`src/rtl/payload_egress_framer_if.sv`:
```
// ---------------------------------------------------------------------------
// payload_egress_framer_if
//
// Groups every non-clock/reset signal of the payload egress framer:
//   descriptor side : desc_valid, desc_len -> framer ; desc_ready <- framer
//   payload FIFO    : fifo_q, fifo_empty -> framer   ; fifo_re <- framer
//   egress stream   : m_data, m_valid, m_last <- framer ; m_ready -> framer
//   status          : err_len, pkt_count <- framer
//
// Modports:
//   master : the framer itself (drives the egress stream and FIFO pop)
//   slave  : the surroundings (forwarding logic, FIFO and egress MAC)
// ---------------------------------------------------------------------------
interface payload_egress_framer_if #(
  parameter int DATA_WIDTH = 8,
  parameter int LEN_WIDTH  = 11,
  parameter int CNT_WIDTH  = 16
);

  logic                  desc_valid;
  logic [LEN_WIDTH-1:0]  desc_len;
  logic                  desc_ready;

  logic [DATA_WIDTH-1:0] fifo_q;
  logic                  fifo_empty;
  logic                  fifo_re;

  logic [DATA_WIDTH-1:0] m_data;
  logic                  m_valid;
  logic                  m_last;
  logic                  m_ready;

  logic                  err_len;
  logic [CNT_WIDTH-1:0]  pkt_count;

  modport master (
    input  desc_valid, desc_len, fifo_q, fifo_empty, m_ready,
    output desc_ready, fifo_re, m_data, m_valid, m_last, err_len, pkt_count
  );

  modport slave (
    output desc_valid, desc_len, fifo_q, fifo_empty, m_ready,
    input  desc_ready, fifo_re, m_data, m_valid, m_last, err_len, pkt_count
  );

endinterface

```
`src/rtl/payload_egress_framer.sv`:
```
// ---------------------------------------------------------------------------
// payload_egress_framer
//
// Pops exactly desc_len bytes from a first-word-fall-through payload FIFO for
// every accepted length descriptor and presents them as a valid/ready byte
// stream with an end-of-packet marker. Descriptors of length 0 or longer than
// MAX_LEN are consumed and flagged with a one-cycle err_len pulse. A wrapping
// counter tracks packets whose last byte has been handed to the sink.
//
// Ports:
//   CLK     : single clock
//   RESET_N : asynchronous active-low reset
//   bus     : payload_egress_framer_if.master (descriptor, FIFO, egress
//             stream and status signals)
// ---------------------------------------------------------------------------
module payload_egress_framer #(
  parameter int DATA_WIDTH = 8,
  parameter int LEN_WIDTH  = 11,
  parameter int MAX_LEN    = 1024,
  parameter int CNT_WIDTH  = 16
) (
  input  logic                    CLK,
  input  logic                    RESET_N,
  payload_egress_framer_if.master bus
);

  typedef enum logic {
    IDLE,
    PAYLOAD
  } state_t;

  state_t                state_q;
  logic [LEN_WIDTH-1:0]  remaining_q;
  logic [DATA_WIDTH-1:0] m_data_q;
  logic                  m_valid_q;
  logic                  m_last_q;
  logic                  err_len_q;
  logic [CNT_WIDTH-1:0]  pkt_count_q;

  logic [LEN_WIDTH-1:0]  remaining_d;
  logic [CNT_WIDTH-1:0]  pkt_count_d;
  logic                  slot_free;
  logic                  pop;
  logic                  last_byte;
  logic                  desc_bad;
  logic                  handoff;

  // The output register can take a new byte when it is empty or its current
  // byte is being accepted this cycle; a pop is only issued in that case, so
  // a held byte is never overwritten and the FIFO is never read while empty.
  assign slot_free   = !m_valid_q || bus.m_ready;
  assign pop         = (state_q == PAYLOAD) && !bus.fifo_empty && slot_free;
  assign last_byte   = (remaining_q == LEN_WIDTH'(1));
  assign remaining_d = remaining_q - LEN_WIDTH'(1);

  assign desc_bad    = (bus.desc_len == '0) ||
                       (bus.desc_len > LEN_WIDTH'(MAX_LEN));

  assign handoff     = m_valid_q && bus.m_ready && m_last_q;
  assign pkt_count_d = pkt_count_q + CNT_WIDTH'(1);

  // desc_ready is gated by RESET_N so it drops the moment reset asserts,
  // not only once the state register has been cleared.
  assign bus.desc_ready = (state_q == IDLE) && RESET_N;
  assign bus.fifo_re    = pop;
  assign bus.m_data     = m_data_q;
  assign bus.m_valid    = m_valid_q;
  assign bus.m_last     = m_last_q;
  assign bus.err_len    = err_len_q;
  assign bus.pkt_count  = pkt_count_q;

  // Control FSM plus the output register. Descriptor acceptance only happens
  // in IDLE and pops only in PAYLOAD, so remaining_q never sees a load and a
  // decrement on the same edge. The packet returns to IDLE on the edge that
  // pops its last byte, which lets the next descriptor be accepted while that
  // byte still sits in the output register.
  always_ff @(posedge CLK or negedge RESET_N) begin
    if (!RESET_N) begin
      state_q     <= IDLE;
      remaining_q <= '0;
      m_data_q    <= '0;
      m_valid_q   <= 1'b0;
      m_last_q    <= 1'b0;
      err_len_q   <= 1'b0;
      pkt_count_q <= '0;
    end else begin
      err_len_q <= 1'b0;

      case (state_q)
        IDLE: begin
          if (bus.desc_valid) begin
            if (desc_bad) begin
              err_len_q <= 1'b1;
            end else begin
              remaining_q <= bus.desc_len;
              state_q     <= PAYLOAD;
            end
          end
        end
        PAYLOAD: begin
          if (pop && last_byte) begin
            state_q <= IDLE;
          end
        end
        default: state_q <= IDLE;
      endcase

      if (pop) begin
        m_data_q    <= bus.fifo_q;
        m_valid_q   <= 1'b1;
        m_last_q    <= last_byte;
        remaining_q <= remaining_d;
      end else if (m_valid_q && bus.m_ready) begin
        m_valid_q <= 1'b0;
        m_last_q  <= 1'b0;
      end

      if (handoff) begin
        pkt_count_q <= pkt_count_d;
      end
    end
  end

endmodule

```
`src/flat_wrapper.sv`:
```
// flat-port wrapper written by rule: the top's interface ports become plain ports
module payload_egress_framer_flat 
#(
  parameter int DATA_WIDTH = 8,
  parameter int LEN_WIDTH  = 11,
  parameter int MAX_LEN    = 1024,
  parameter int CNT_WIDTH  = 16
)
  (CLK, RESET_N, bus_desc_valid, bus_desc_len, bus_fifo_q, bus_fifo_empty, bus_m_ready, bus_desc_ready, bus_fifo_re, bus_m_data, bus_m_valid, bus_m_last, bus_err_len, bus_pkt_count);
  payload_egress_framer_if #(.DATA_WIDTH(DATA_WIDTH), .LEN_WIDTH(LEN_WIDTH), .CNT_WIDTH(CNT_WIDTH)) bus_i ();
  input  logic CLK;
  input  logic RESET_N;
  input wire logic [$bits(bus_i.desc_valid)-1:0] bus_desc_valid;
  input wire logic [$bits(bus_i.desc_len)-1:0] bus_desc_len;
  input wire logic [$bits(bus_i.fifo_q)-1:0] bus_fifo_q;
  input wire logic [$bits(bus_i.fifo_empty)-1:0] bus_fifo_empty;
  input wire logic [$bits(bus_i.m_ready)-1:0] bus_m_ready;
  output wire logic [$bits(bus_i.desc_ready)-1:0] bus_desc_ready;
  output wire logic [$bits(bus_i.fifo_re)-1:0] bus_fifo_re;
  output wire logic [$bits(bus_i.m_data)-1:0] bus_m_data;
  output wire logic [$bits(bus_i.m_valid)-1:0] bus_m_valid;
  output wire logic [$bits(bus_i.m_last)-1:0] bus_m_last;
  output wire logic [$bits(bus_i.err_len)-1:0] bus_err_len;
  output wire logic [$bits(bus_i.pkt_count)-1:0] bus_pkt_count;
  assign bus_i.desc_valid = bus_desc_valid;
  assign bus_i.desc_len = bus_desc_len;
  assign bus_i.fifo_q = bus_fifo_q;
  assign bus_i.fifo_empty = bus_fifo_empty;
  assign bus_i.m_ready = bus_m_ready;
  assign bus_desc_ready = bus_i.desc_ready;
  assign bus_fifo_re = bus_i.fifo_re;
  assign bus_m_data = bus_i.m_data;
  assign bus_m_valid = bus_i.m_valid;
  assign bus_m_last = bus_i.m_last;
  assign bus_err_len = bus_i.err_len;
  assign bus_pkt_count = bus_i.pkt_count;
  payload_egress_framer #(.DATA_WIDTH(DATA_WIDTH), .LEN_WIDTH(LEN_WIDTH), .MAX_LEN(MAX_LEN), .CNT_WIDTH(CNT_WIDTH)) u_core (.CLK(CLK), .RESET_N(RESET_N), .bus(bus_i));
endmodule
```
`config.mk`:
```
export PLATFORM = sky130hd
export DESIGN_NAME = payload_egress_framer_flat
export DESIGN_NICKNAME = d
export VERILOG_FILES = /design/src/rtl/payload_egress_framer_if.sv /design/src/rtl/payload_egress_framer.sv /design/src/flat_wrapper.sv
export SDC_FILE = /design/constraint.sdc
export NUM_CORES = 1
export LEC_CHECK = 0
export ABC_AREA = 0
export CAP_MARGIN = 20
export CORE_MARGIN = 5
export CORE_UTILIZATION = 43
export CTS_CLUSTER_DIAMETER = 30
export CTS_CLUSTER_SIZE = 16
export DETAILED_ROUTE_END_ITERATION = 6
export PLACE_DENSITY_LB_ADDON = 0.15
export SETUP_SLACK_MARGIN = 0.5
export SKIP_LAST_GASP = 1
export SLEW_MARGIN = 20
export SYNTH_ARGS = -nofsm -noshare
export SYNTH_HDL_FRONTEND = slang
export SYNTH_SLANG_ARGS = --single-unit
```
`constraint.sdc`:
```
create_clock -name CLK -period 1.6 [get_ports CLK]
set_input_delay 0.24 -clock CLK [delete_from_list [all_inputs] [get_ports CLK]]
set_output_delay 0.24 -clock CLK [all_outputs]
set_load 0.02 [all_outputs]
```
==> After elaboration in Yosys (flattened, before gate mapping) <==
Cells that the tools add are included.
{ "totals": {"elab_cells": 42, "input_bits": 24, "ff_bits": 39, "output_inout_bits": 29} }
{ "classes": {"eq_ne": 3, "muxes": 14, "magnitude_cmp": 1, "n_reduce_logical": 14, "n_bitwise": 1, "addsub": 2} }
{ "op_table": {"columns": ["cell", "count"], "rows": [
  ["$mux W11", 4],
  ["$add A16 B1 Y16 const B", 1],
  ["$eq A11 B1 Y1 const B", 1],
  ["$gt A11 B11 Y1 const B", 1],
  ["$logic_not A11 Y1", 1],
  ["$sub A11 B1 Y11 const B", 1],
  ["$mux W1", 9],
  ["$logic_and A1 B1 Y1", 6],
  ["$reduce_bool A2 Y1", 2],
  ["$reduce_and A3 Y1", 1],
  ["$logic_not A1 Y1", 2],
  ["$logic_or A1 B1 Y1", 2],
  ["$ne A2 B1 Y1 const B", 1],
  ["$ne A2 B2 Y1 const B", 1],
  ["$pmux W1 S2", 1],
  ["$not A1 Y1", 1]
]} }

==> Logic depth before layout (Yosys ltp) <==
{ "depth": {"depth_word": 6, "mapped_depth": 8} }

==> Worst setup path after synthesis <==
No wires, ideal clock.
{ "synth_timing": {"path_kind": "flip-flop to flip-flop", "from": "register u_core.remaining_q[1]", "to": "register u_core.remaining_q[6]", "path_stages_with_launch": 8, "synth_period_minus_slack_ps": 1688, "arrival_ps": 1566, "t_required_ps": 1479, "setup_slack_ps": -88, "path_cell_list": "dfrtp_1 -> inv_1 -> ha_1 -> or3b_2 -> nor3_1 -> xor2_1 -> a22oi_1 -> nand2_1"} }
{ "synth_via": {"elab_chain_len": 2} }
{ "synth_rtl": {"columns": ["item", "line", "rtl"], "rows": [
  ["start, declared", "payload_egress_framer.sv:33", "logic [LEN_WIDTH-1:0] remaining_q;"],
  ["start signal, assigned", "payload_egress_framer.sv:95", "remaining_q <= bus.desc_len;"],
  ["start signal, assigned", "payload_egress_framer.sv:112", "remaining_q <= remaining_d;"],
  ["$sub A11 B1 Y11", "payload_egress_framer.sv:54", "assign remaining_d = remaining_q - LEN_WIDTH'(1);"],
  ["$mux W11", "payload_egress_framer.sv:108", "if (pop) begin"]
]} }
Every way passes these cells.
A chain may end at the register's enable or synchronous reset.

==> Final worst setup path <==
{ "layout_timing": {"from": "register u_core.remaining_q[3]", "to": "register u_core.remaining_q[9]"} }
Same word-level chain as after synthesis.

==> reports/qor.yml <==
slew_headroom_pct: 66.4
grt_usage_pct: 20.8
dp_hpwl_mm: 3.66
grt_pass1_wl_mm: 9.82
placed_area_um2: 2900
n_antenna_cell: 0
final_cell_mix: "buf_4 (60), buf_6 (43), nand2_1 (33), dfrtp_1 (28), dfrtp_2 (11)"
die_area_um2: 5920
yosys_warnings: 0
vias: 2041
finalPower_w: 0.00376
cp-end-kind: "flip-flop"
tritoncts: "built"
fin_area_um2: 3670
seq_power_share_pct: 34.4
synthesis.area_um2: 1930
core_area_um2: 4350
cts-hold-fix-buffers: 0
avgViaCountPerCell: 5.39
crit_path_start_kind: "flip-flop"
grt_busiest_layer: "met2"
clock-root-buffer: "clkbuf_8"
clock_latency_ns: 0.30
cts_max_path_buffers: 2
synth_top_area_share_pct: 50.6
yosysTopAreaCell: "dfrtp_1"
met2_usage_pct: 34.4
fin_crit_ns: 1.67
postSynthAreaPerCell_um2: 9.94
worstPathArrival_ns: 1.91
leakagePower_nw: 1.70
setup_slack_ns: -0.0746
synthToLayoutAreaGrowth_pct: 90.4
hold_viol: 0
preCtsSetupSlack_ns: -0.421
clock-skew-final_ns: 0.00688
vdd_drop_max_mv: 0.740
drive_gt1_share_pct: 59.0
ant_nets: 0
status: "finished, violations left"
post-route-util_pct: 84.3
synthArstFlopShare_pct: 100
gr-total-overflow: 0
p_int_w: 0.00255
nets: 353
cts_made_buffers: 5
grt_start_max_net_pins: 40
antenna_found_initial: 0
cp_max_fo: 4
synth.area.top_cells: "dfrtp_1 (51%), nand2_1 (7.6%), xnor2_1 (4.5%)"
slew_viol_final: 0
finalSetupViolCount: 7
drt_iter0_markers: 69
syn-instance-count: 194
start_util_pct: 44.3
totalWireLength_mm: 6.78
ys_seq_area_share_pct: 50.6
violations: "negative setup slack"
p_sw_w: 0.00121
rsz0062_at_grt: "yes"
io_pins: 53
gp_congestion: 0.795
portBuffers: 52
hold_path.class: "in -> async"
htree_num_levels: 2
tightestPinTransition_ns: 0.504
fmax_ghz: 0.597
setup.worst_path.class: "reg -> reg"
grt_use_met3_pct: 5.74
period_share_pct: 105
synth_nets: 221
synthFlopType: "dfrtp_1"
rows: 24
cap_viol_max_count: 0
crit_required_ns: 1.84
clkTransAtPathRegs_ns: 0.08
wl_per_cell_um: 17.9
pwr-share-comb_pct: 39.1
die_height_um: 77.0
drc: 0
firstDrtPassIters: 4
synth_edf_count: 0
nFillCells: 232
p_clk_share_pct: 26.6
die_w_um: 77.0
clock-sinks: 39
grt_pass1_vias: 2002
yosysUniqueCellTypes: 43
groute.layer.met1.usage_pct: 26.0
synth-seq-cells: 39
final_common_cell: "buf_4"
power_density_nw_per_um2: 1020
p_sw_share_pct: 32.2
## Yosys cell counts (2+ instances only)
master / instances
dfrtp_1: 39
nor3b_1: 2
inv_1: 6
a21oi_1: 5
xnor2_1: 10
nor3_1: 4
xor2_1: 7
and3_1: 3
nand2_1: 39
a22oi_1: 2
nor4_1: 2
nand4_1: 4
nor4_4: 2
o21ai_0: 5
nand3_1: 11
ha_1: 3
nand2b_1: 4
buf_2: 4
and4_1: 2
nor2_1: 17
## worst paths after layout
check	startpoint	to	slack [ns]	cells past startpoint
min in group CLK	bus_desc_len[8]	u_core.remaining_q[8]$_DFFE_PN0P_	0.26	3
worst min register to register	u_core.bus.m_data[0]$_DFFE_PN0P_	u_core.bus.m_data[0]$_DFFE_PN0P_	0.47	2
worst max register to register	u_core.remaining_q[3]$_DFFE_PN0P_	u_core.remaining_q[9]$_DFFE_PN0P_	-0.07	5
max in group asynchronous	RESET_N	u_core.bus.m_valid$_DFFE_PN0P_	1.19	2
worst max-delay path	u_core.remaining_q[3]$_DFFE_PN0P_	u_core.remaining_q[9]$_DFFE_PN0P_	-0.07	5
worst min-delay path	RESET_N	u_core.bus.pkt_count[4]$_DFFE_PN0P_	0.02	2
## per-layer routing
metal	up-vias	wire length, um
li1	939	-
met1	1006	2720
met2	69	3500
met3	27	316
met4	0	241
met5	-	0
## final cells by class
type                       instances  area, um^2  share of cell area [%]
timing repair buffer             131        1230                    33.4
clock buffer                       6        72.6                    1.98
multi-input combinational        143        1230                    33.6
inverter                           6        25.0                   0.682
clock inverter                     2        60.1                    1.64
sequential                        39         990                    27.0
tap                               52        65.1                    1.77
## registers in the layout (all words and copies together) (netlist names)
register              flops
u_core.state_q            1
u_core.bus.m_last         1
u_core.bus.err_len        1
u_core.remaining_q       11
u_core.bus.m_valid        1
u_core.bus.m_data         8
u_core.bus.pkt_count     16
## worst max-delay path, cell delays in order, from the launching register on
cell	delay (ns)
dfrtp_1	0.39
or4_4	0.58
nor4_4	0.26
buf_4	0.18
nand4b_1	0.12
nand3_1	0.10
## repair_timing
item / CTS / global route
pin swaps: 23 / 35
resized for setup: 209 / 72
buffers inserted: 31 / 9
hold endpoints to repair: 0 / 0
endpoints found under the setup margin: 67 / 66
## kinds of logic after synthesis
logic type / share of synthesized area (%)
AND/OR/NAND/NOR: 26.0
flip-flops: 50.6
AO/OA/AOI/OAI: 9.47
XOR/XNOR: 7.72
buffers and inverters: 2.98
adder cells (fa/ha/maj): 1.95
multiplexers: 1.30
## stage by stage
step	hold WS (ns)	TNS [ns]	instances
6_report	0.0226	-0.244	379
5_1_grt	0.0698	-0.846	379
4_1_cts	0.0361	-0.0426	370
3_5_place_dp	0.358	-6.11	331
3_3_place_gp	0.368	-5.84	331
2_1_floorplan	-0.0556	0	194
## power groups by stage
| stage | Combinational (W) | Sequential [W] | Clock (W) |
|---|---|---|---|
| final | 0.00147 | 0.00129 | 0.000999 |
| after global routing | 0.00156 | 0.00131 | 0.00105 |
| after CTS | 0.00120 | 0.00127 | 0.000990 |
| after detailed placement | 0.00101 | 0.00128 | 0 |
| after global placement | 0.000987 | 0.00127 | 0 |
| after floorplan | 0.000384 | 0.00139 | 0 |
Note: power is estimated with default switching activity, not from simulation.
